### config.mk
export PLATFORM = sky130hd
export DESIGN_NAME = seq_rec_param
export DESIGN_NICKNAME = d
export VERILOG_FILES = /design/src/rtl/seq_rec_pkg.sv /design/src/rtl/seq_rec_hist.sv /design/src/rtl/seq_rec_param.sv
export SDC_FILE = /design/constraint.sdc
export NUM_CORES = 1
export LEC_CHECK = 0
export CAP_MARGIN = 30
export CORE_UTILIZATION = 41
export CTS_BUF_LIST = sky130_fd_sc_hd__clkbuf_16
export DETAILED_ROUTE_END_ITERATION = 6
export PLACE_DENSITY_LB_ADDON = 0.3
export SYNTH_ARGS = -nofsm -noshare
export SYNTH_HDL_FRONTEND = slang
export SYNTH_HIERARCHICAL = 1
export SYNTH_SLANG_ARGS = --single-unit
### constraint.sdc
create_clock -name clk -period 1.65 [get_ports clk]
set_input_delay 0.165 -clock clk [delete_from_list [all_inputs] [get_ports clk]]
set_output_delay 0.165 -clock clk [all_outputs]
set_load 0.02 [all_outputs]
### src/rtl/seq_rec_pkg.sv
// Shared constants and overlap-mode encoding for the parameterised sequence recogniser.
package seq_rec_pkg;

  localparam int unsigned N_MAX         = 32;
  localparam int unsigned N_DEFAULT     = 3;
  localparam int unsigned CNT_W_DEFAULT = 8;

  typedef enum logic {
    OVL_ON  = 1'b0,
    OVL_OFF = 1'b1
  } ovl_mode_e;

  // Maps the integer OVERLAP parameter onto the mode enum (any non-zero value means overlapping).
  function automatic ovl_mode_e ovl_mode_of(input int unsigned ovl);
    return (ovl != 0) ? OVL_ON : OVL_OFF;
  endfunction

endpackage

### src/rtl/seq_rec_hist.sv
// History shift register of the last N-1 accepted bits plus a saturating fill counter.
module seq_rec_hist
  import seq_rec_pkg::*;
#(
  parameter int unsigned N = N_DEFAULT
) (
  input  logic         clk,
  input  logic         reset,
  input  logic         En,
  input  logic         D_in,
  input  logic         clr_fill,
  output logic [N-2:0] hist,
  output logic         fill_full_c
);

  localparam int unsigned FILL_W = $clog2(N);
  localparam logic [FILL_W-1:0] FILL_TOP = FILL_W'(N - 1);

  logic [N-2:0]      hist_d, hist_q;
  logic [FILL_W-1:0] fill_d, fill_q;

  always_comb begin
    hist_d = hist_q;
    fill_d = fill_q;
    if (En) begin
      // Newest bit enters at bit 0; the oldest falls off the top.
      hist_d = (N-1)'({hist_q, D_in});
      if (clr_fill) begin
        fill_d = '0;
      end else if (fill_q != FILL_TOP) begin
        fill_d = fill_q + FILL_W'(1);
      end
    end
  end

  always_ff @(posedge clk) begin
    if (reset) begin
      hist_q <= '0;
      fill_q <= '0;
    end else begin
      hist_q <= hist_d;
      fill_q <= fill_d;
    end
  end

  assign hist        = hist_q;
  assign fill_full_c = (fill_q == FILL_TOP);

endmodule

### src/rtl/seq_rec_param.sv
// Serial pattern recogniser: Mealy/Moore match flags and a saturating match counter.
module seq_rec_param
  import seq_rec_pkg::*;
#(
  parameter int unsigned N       = N_DEFAULT,
  parameter int unsigned CNT_W   = CNT_W_DEFAULT,
  parameter int unsigned OVERLAP = 1
) (
  input  logic             clk,
  input  logic             reset,
  input  logic             En,
  input  logic             D_in,
  input  logic [N-1:0]     pattern,
  input  logic             cnt_clr,
  output logic             D_out_mealy,
  output logic             D_out_moore,
  output logic [CNT_W-1:0] match_cnt
);

  if ((N < 2) || (N > N_MAX)) begin : g_bad_n
    $error("seq_rec_param: N must be in 2..32");
  end
  if (CNT_W < 1) begin : g_bad_cnt_w
    $error("seq_rec_param: CNT_W must be at least 1");
  end

  localparam ovl_mode_e        OVL_MODE = ovl_mode_of(OVERLAP);
  localparam logic [CNT_W-1:0] CNT_MAX  = '1;

  logic [N-2:0]     hist;
  logic             fill_full_c;
  logic             clr_fill_c;
  logic             moore_d, moore_q;
  logic [CNT_W-1:0] cnt_d, cnt_q;

  seq_rec_hist #(
    .N(N)
  ) u_hist (
    .clk        (clk),
    .reset      (reset),
    .En         (En),
    .D_in       (D_in),
    .clr_fill   (clr_fill_c),
    .hist       (hist),
    .fill_full_c(fill_full_c)
  );

  // The fill guard keeps reset-time history from ever matching, even for all-zero patterns.
  assign D_out_mealy = En & fill_full_c & ({hist, D_in} == pattern);

  always_comb begin
    clr_fill_c = 1'b0;
    moore_d    = moore_q;
    cnt_d      = cnt_q;
    if (OVL_MODE == OVL_OFF) begin
      clr_fill_c = D_out_mealy;
    end
    if (En) begin
      moore_d = D_out_mealy;
    end
    // Clear beats a coincident match; the count sticks at its maximum.
    if (cnt_clr) begin
      cnt_d = '0;
    end else if (D_out_mealy && (cnt_q != CNT_MAX)) begin
      cnt_d = cnt_q + CNT_W'(1);
    end
  end

  always_ff @(posedge clk) begin
    if (reset) begin
      moore_q <= 1'b0;
      cnt_q   <= '0;
    end else begin
      moore_q <= moore_d;
      cnt_q   <= cnt_d;
    end
  end

  assign D_out_moore = moore_q;
  assign match_cnt   = cnt_q;

endmodule

==> flow_metrics.env, run 1 <==
export IMPL_antenna_cell_count=0
export IMPL_area_growth_syn_to_layout_pct=77.9
export IMPL_start_util_pct=43.7
export IMPL_clock_latency_ns=0.24
export IMPL_vias=748
export IMPL_placement_cell_area_sq_um=927
export IMPL_synth_async_sr_flop_share_pct=0
export IMPL_cts_tree="done"
export IMPL_synth_top_cell_area_share_pct=40.0
export IMPL_setup_viol_count_final=6
export IMPL_cts_htree_levels=1
export IMPL_vias_per_inst=5.75
export IMPL_status="finished, violations left"
export IMPL_post_place_cells=117
export IMPL_final_net_count=125
export IMPL_final_hold_violation_count=0
export IMPL_grt_pass1_wl_mm=2.88
export IMPL_synth_most_common_cell="dfxtp_1"
export IMPL_io_buffers=17
export IMPL_routed_wire_length_per_instance_microns=15.1
export IMPL_crit_reg2reg_capture="match_cnt[2]"
export IMPL_slew_violations=0
export IMPL_tritoncts_num_sinks=13
export IMPL_worst_r2r_path_depth=5
export IMPL_power_frac_seq_pct=38.3
export IMPL_timing_critical_path_from_type="flip-flop"
export IMPL_drt_pass1_iter_count=4
export IMPL_switching_power_w=0.000169
export IMPL_synth_lib_cells_used_distinct=29
export IMPL_path_class="flip-flop to flip-flop"
export IMPL_core_area_sq_mm=0.00149
export IMPL_dieArea_sq_mm=0.00175
export IMPL_preCtsSetupSlack_ns=-0.485
export IMPL_layout_setup_ws_ns=-0.146
export IMPL_top_family_by_delay_on_critical_path="simple AND/OR/NAND/NOR gates"
export IMPL_cts_path_max_buffers=2
export IMPL_antenna_found_initial=0
export IMPL_finalPower_w=0.000840
export IMPL_timing_final_crit_share_pct=109
export IMPL_worst_clock_skew_ns=0.000904
export IMPL_synthesis_instances=76
export IMPL_postRouteAntennaNets=0
export IMPL_synthTopCellsByArea="dfxtp_1 40%, or4_1 5.8%, a21oi_1 5.4%"
export IMPL_critical_path_startpoint="u_hist/hist[1]"
export IMPL_max_cap_violations=0
export IMPL_drt_total_wl_mm=1.97
export IMPL_crit_arrival_ns=1.90
export IMPL_postSynthAreaPerCell_sq_um=8.56
export IMPL_leakagePower_nw=0.473
export IMPL_violations="negative setup slack"
export IMPL_critical_path_cell_count=5
export IMPL_timing_critical_path_required_ns=1.76
export IMPL_crit_buf_inv=1
export IMPL_first_global_vias=652
export IMPL_timing_rr_start="u_hist/hist[1]"
export IMPL_critPathCaptureType="flip-flop"
export IMPL_unrepaired_setup_endpoints_after_global_routing="true"
export IMPL_synth_edff_count=0
export IMPL_crit_chain="xor2_1, or4_4, buf_6, o311ai_1, o41ai_2"
export IMPL_fin_cells=130
export IMPL_io_pin_count=18
export IMPL_grt_max_degree=10
export IMPL_irDropWorstVdd_v=0.000501
export IMPL_holdPathStages=3
export IMPL_swShare_pct=20.1
export IMPL_gp_congestion=0.717
export IMPL_fmax_mhz=557
export IMPL_leading_area_contributor_after_synthesis="dfxtp_1"
export IMPL_overflow=0
export IMPL_die_h_microns=41.8
export IMPL_dr_first_iter_drc_count=31
export IMPL_cts_root_buffer_cell="clkbuf_16"
export IMPL_timing_critical_path_fanout_max=5
export IMPL_cts_inserted_buffers=3
export IMPL_yosys_warnings=6
export IMPL_cpMaxStageDelayCell="or4_4"
export IMPL_final_cell_area_sq_mm=0.00116
export IMPL_post_route_drc_count=0
export IMPL_period_needed_ns=1.80
export IMPL_fraction_of_the_yosys_area_taken_by_sequential_cells_pct=40.0
export IMPL_fp_dieW_microns=41.8
export IMPL_layout_drive_gt1_share_pct=38.6
export IMPL_rows=14
export IMPL_mappedNetlistArea_sq_um=651
export IMPL_postCtsHoldBufs=0
export IMPL_intPower_w=0.000671
export IMPL_timing_critical_path_slowest_cell_delay_ns=0.56
export IMPL_synth_ff_latch_count=13
export IMPL_hold_start="D_in"
export IMPL_power_per_cell_area_mw_per_mm2=726
export IMPL_clk_pin_slew_worst_paths_ns=0.05
export IMPL_power_combinational_fraction_pct=7.1
export IMPL_grt_usage_pct=21.7
export IMPL_hold_path_class="input port to flip-flop"
export IMPL_share_clk_of_total_power_pct=54.7
export IMPL_hold_end="u_hist/hist[0]"
export IMPL_postSynth_topFlopCell="dfxtp_1"
export IMPL_ff2ff_setup_slack_ns=-0.15
export IMPL_detailed_place_hpwl_mm=1.11
export IMPL_ys_top_cells_by_count="13 x dfxtp_1, 7 x a21oi_1, 5 x and3_1, 5 x or4_1"
[worst reg2reg max path, cell delays in order, from the launching register on]
cell and delay, ns:
dfxtp_2 0.32, xor2_1 0.14, or4_4 0.56, buf_6 0.15
o311ai_1 0.36, o41ai_2 0.14
[what timing repair did]
action	CTS	global route
setup endpoints to repair	7	8
cloned	1	0
gates resized for setup	15	18
buffers inserted	5	3
pin swaps	4	3
[registers in the layout (all words and copies together), names as in the netlist]
register	count
D_out_moore	1
match_cnt	8
u_hist/hist	2
u_hist/fill_q	2
[how the worst max path moves through the flow]
stage	endpoint	slack, ns
detailed placement	D_out_mealy	-0.48
global placement	D_out_mealy	-0.47
global route	match_cnt[2]	-0.21
floorplan	match_cnt[5]	0.006
CTS	match_cnt[3]	-0.07
finish	match_cnt[2]	-0.15
[cell usage in the layout (no fill, tap or decap), drive strengths merged]
cell / netlist / layout
a41o: 1 / 1
o311ai: 2 / 2
o41ai: 2 / 2
or3: 1 / 1
nor3: 1 / 1
conb: 1 / 3
o211ai: 1 / 1
buf: 1 / 20
or2: 1 / 1
nor4: 1 / 1
or4: 5 / 5
xor2: 3 / 3
dlygate4sd2: 0 / 3
o21ai: 3 / 3
o31ai: 3 / 3
mux2i: 2 / 2
ha: 2 / 2
and3: 5 / 5
nor2: 4 / 4
nand2b: 1 / 1
inv: 5 / 6
nand3: 4 / 4
o21a: 1 / 1
clkdlybuf4s50: 0 / 13
nor2b: 1 / 1
a21oi: 7 / 7
nand2: 2 / 2
clkbuf: 3 / 3
dfxtp: 13 / 13
[area by class of cell]
| type | count | area, sq um |
|---|---|---|
| multi-input cells | 56 | 445 |
| fillers | 96 | 332 |
| repair buffers | 36 | 325 |
| flip-flops and latches | 13 | 269 |
| clock buffers | 3 | 75.1 |
| well taps | 16 | 20.0 |
| inverters | 5 | 18.8 |
| clock inverters | 1 | 3.75 |
[power groups by stage]
stage | clock network (W) | logic [W] | registers (W)
4_1_cts | 0.000457 | 0.0000554 | 0.000322
3_5_place_dp | 0 | 0.0000525 | 0.000327
5_1_grt | 0.000469 | 0.0000646 | 0.000322
6_report | 0.000459 | 0.0000592 | 0.000322
2_1_floorplan | 0 | 0.0000202 | 0.000326
3_3_place_gp | 0 | 0.0000510 | 0.000326
[routing by layer]
layer / track usage, % / vias up / routed length, microns
met2: 35.6 / 28 / 1020
met1: 27.5 / 361 / 837
met3: 3.91 / 4 / 89
met4: 9.68 / 0 / 22
li1: - / 355 / -
met5: 0 / - / 0
[logic make-up (layout without fill, tap and decap cells)]
group / after synthesis / after routing / share of synthesized area, %
multiplexers: 2 / 2 / 3.08
AO/OA/AOI/OAI: 20 / 20 / 20.4
XOR/XNOR: 3 / 3 / 4.04
adder cells (fa/ha/maj): 2 / 2 / 3.85
other: 1 / 3 / 0.576
flip-flops: 13 / 13 / 40.0
buffers and inverters: 9 / 45 / 5.38
AND/OR/NAND/NOR: 26 / 26 / 22.7
[stage by stage]
| stage | hold slack, ns | utilization, % | TNS (ns) |
|---|---|---|---|
| detailed placement | 0.460 | 62.3 | -3.21 |
| finish | 0.366 | 77.7 | -0.653 |
| CTS | 0.365 | 71.4 | -0.367 |
| floorplan | 0.234 | - | 0 |
| global placement | 0.458 | 62.3 | -3.07 |
| global route | 0.406 | 77.7 | -1.01 |
Note: power is estimated with default switching activity, not from simulation.
==> run 2: changes to the inputs <==
--- a/config.mk
+++ b/config.mk
@@ -10,6 +10,7 @@
 export CTS_BUF_LIST = sky130_fd_sc_hd__clkbuf_16
 export DETAILED_ROUTE_END_ITERATION = 6
 export PLACE_DENSITY_LB_ADDON = 0.3
+export RECOVER_POWER = 100
 export SYNTH_ARGS = -nofsm -noshare
 export SYNTH_HDL_FRONTEND = slang
 export SYNTH_HIERARCHICAL = 1
==> results of run 2 <==
No change in the layout: final DEF, timing and power equal those of run 1.
==> run 3: changes to the inputs <==
--- a/config.mk
+++ b/config.mk
@@ -6,7 +6,7 @@
 export NUM_CORES = 1
 export LEC_CHECK = 0
 export CAP_MARGIN = 30
-export CORE_UTILIZATION = 41
+export CORE_UTILIZATION = 45
 export CTS_BUF_LIST = sky130_fd_sc_hd__clkbuf_16
 export DETAILED_ROUTE_END_ITERATION = 6
 export PLACE_DENSITY_LB_ADDON = 0.3
@@ -15,3 +15,4 @@
 export SYNTH_HDL_FRONTEND = slang
 export SYNTH_HIERARCHICAL = 1
 export SYNTH_SLANG_ARGS = --single-unit
+export TNS_END_PERCENT = 100
==> constraint.sdc (replaced) <==
create_clock -name clk -period 1.7 [get_ports clk]
set_input_delay 0.17 -clock clk [delete_from_list [all_inputs] [get_ports clk]]
set_output_delay 0.17 -clock clk [all_outputs]
set_load 0.02 [all_outputs]
==> run 3 against run 2 <==
  * The flow still finishes with violations (negative setup slack)
  * Utilization grew 9.6 points
  * Worst setup slack gained 0.031 ns
  * Total power shrank 4.0%
  * Via count grew 2.3%
  * Sequential share of layout area shrank 0.091 points
  * Clock power shrank 5.4%
  * First-iteration DRC count shrank 6.5%
  * Count of clock-buffer cells in the layout is the same
  * Critical path depth is the same
  * Wire length grew 17%
  * Worst hold slack gained 0.013 ns
  * Critical path type unchanged
  * Critical endpoint is now match_cnt[3]
  * Highest routed layer unchanged
==> flow_metrics.env, run 3 (same netlist as run 1, synthesis figures left out) <==
export IMPL_path_class="flip-flop to flip-flop"
export IMPL_irDropWorstVdd_v=0.000616
export IMPL_cts_tree="done"
export IMPL_routed_wire_length_per_instance_microns=17.8
export IMPL_final_net_count=125
export IMPL_post_route_drc_count=0
export IMPL_crit_buf_inv=1
export IMPL_power_frac_seq_pct=38.9
export IMPL_final_cell_area_sq_mm=0.00115
export IMPL_overflow=0
export IMPL_unrepaired_setup_endpoints_after_global_routing="true"
export IMPL_grt_pass1_wl_mm=3.34
export IMPL_drt_pass1_iter_count=4
export IMPL_share_clk_of_total_power_pct=53.8
export IMPL_placement_cell_area_sq_um=918
export IMPL_detailed_place_hpwl_mm=1.12
export IMPL_critical_path_cell_count=5
export IMPL_post_place_cells=117
export IMPL_worst_clock_skew_ns=0.00112
export IMPL_critPathCaptureType="flip-flop"
export IMPL_cts_inserted_buffers=3
export IMPL_timing_critical_path_slowest_cell_delay_ns=0.59
export IMPL_groute_layer_met2_usage_pct=58.9
export IMPL_crit_chain="xor2_1, or4_4, buf_8, or4_4, a21oi_2"
export IMPL_area_growth_syn_to_layout_pct=76.9
export IMPL_global_route_peak_usage_layer="met2"
export IMPL_period_needed_ns=1.81
export IMPL_status="finished, violations left"
export IMPL_layout_drive_gt1_share_pct=36.0
export IMPL_timing_critical_path_fanout_max=5
export IMPL_first_global_vias=739
export IMPL_rows=13
export IMPL_cts_root_buffer_cell="clkbuf_16"
export IMPL_drt_total_wl_mm=2.29
export IMPL_switching_power_w=0.000154
export IMPL_crit_arrival_ns=1.99
export IMPL_fmax_mhz=551
export IMPL_flip_flop_count_of_the_largest_register_all_copies_and_words_added=8
export IMPL_timing_critical_path_required_ns=1.87
export IMPL_die_h_microns=40.0
export IMPL_layout_setup_ws_ns=-0.115
export IMPL_antenna_found_initial=0
export IMPL_worst_r2r_path_depth=5
export IMPL_cpMaxStageDelayCell="or4_4"
export IMPL_holdPathStages=3
export IMPL_dieArea_sq_mm=0.00160
export IMPL_worst_hold_slack_ns=0.380
export IMPL_antenna_cell_count=0
export IMPL_final_hold_violation_count=0
export IMPL_gp_congestion=0.726
export IMPL_swShare_pct=19.1
export IMPL_finalPower_w=0.000806
export IMPL_slew_violations=0
export IMPL_io_buffers=17
export IMPL_hold_path_class="input port to flip-flop"
export IMPL_start_util_pct=49.4
export IMPL_timing_critical_path_from_type="flip-flop"
export IMPL_max_cap_violations=0
export IMPL_groute_layer_met1_usage_pct=34.9
export IMPL_power_combinational_fraction_pct=7.3
export IMPL_vias_per_inst=5.93
export IMPL_vias=765
export IMPL_met3_usage_pct=9.44
export IMPL_postRouteAntennaNets=0
export IMPL_clk_pin_slew_worst_paths_ns=0.04
export IMPL_grt_usage_pct=33.8
export IMPL_fin_cells=129
export IMPL_grt_max_degree=10
export IMPL_violations="negative setup slack"
export IMPL_core_area_sq_mm=0.00132
export IMPL_top_family_by_delay_on_critical_path="simple AND/OR/NAND/NOR gates"
export IMPL_cts_htree_levels=1
export IMPL_dr_first_iter_drc_count=29
export IMPL_leakagePower_nw=0.483
export IMPL_setup_viol_count_final=7
export IMPL_intPower_w=0.000652
export IMPL_mostFrequentLayoutCell="buf_4"
export IMPL_postCtsHoldBufs=0
export IMPL_critical_path_top_cell_by_count="or4_4"
export IMPL_fp_dieW_microns=40.0
export IMPL_io_pin_count=18
export IMPL_timing_final_crit_share_pct=107
export IMPL_clock_latency_ns=0.24
export IMPL_layout_common_cells="16 x buf_4, 11 x clkdlybuf4s50_1, 8 x dfxtp_1"
export IMPL_power_per_cell_area_mw_per_mm2=701
export IMPL_tritoncts_num_sinks=13
export IMPL_cts_path_max_buffers=2
[run 3: changes by cell type in the layout (fill, tap and decap cells not counted), sizes merged]
cell / before / now
clkdlybuf4s50: 13 / 11
dlygate4sd2: 3 / 4
dlygate4sd3: 0 / 1
[run 3: routing by layer]
metal | wire, microns | vias up
met5 | 0 | -
met2 | 1180 | 44
met1 | 892 | 354
li1 | - | 357
met3 | 124 | 10
met4 | 95 | 0
[run 3: power groups by stage]
stage / Combinational, W / Clock (W) / Sequential, W
6_report: 0.0000590 / 0.000434 / 0.000314
4_1_cts: 0.0000573 / 0.000437 / 0.000313
2_1_floorplan: 0.0000196 / 0 / 0.000318
3_3_place_gp: 0.0000494 / 0 / 0.000318
3_5_place_dp: 0.0000520 / 0 / 0.000318
5_1_grt: 0.0000643 / 0.000454 / 0.000314
[run 3: worst min-delay path, stage by stage]
cell and delay [ns]:
dlygate4sd2_1 0.23, mux2i_1 0.08, nor2_1 0.09
[run 3: per-stage QoR]
step                util (%)  setup slack [ns]  TNS (ns)
floorplan                  -           0.00357         0
global route            87.4            -0.161    -0.843
global placement        69.7            -0.456     -2.89
detailed placement      69.7            -0.488     -3.17
CTS                     84.6           -0.0891    -0.265
finish                  87.4            -0.115    -0.470
[run 3: cell type report]
cell class                 instances  area, sq um
clock buffer                       3         75.1
multi-input combinational         56          428
sequential                        13          267
tap                               15         18.8
fill                              66          166
inverter                           5         18.8
timing repair buffer              36          340
clock inverter                     1         3.75
[run 3: repair_timing]
action | CTS | global route
endpoints found under the setup margin | 7 | 8
buffers inserted | 6 | 1
gates resized for setup | 22 | 9
cloned | 1 | 0
pin swaps | 5 | 1
[run 3: worst paths after layout]
check                   end  slack (ns)           start
min          u_hist/hist[0]        0.38            D_in
min reg2reg     D_out_moore        0.47     D_out_moore
max            match_cnt[3]       -0.11  u_hist/hist[1]
max reg2reg    match_cnt[3]       -0.11  u_hist/hist[1]
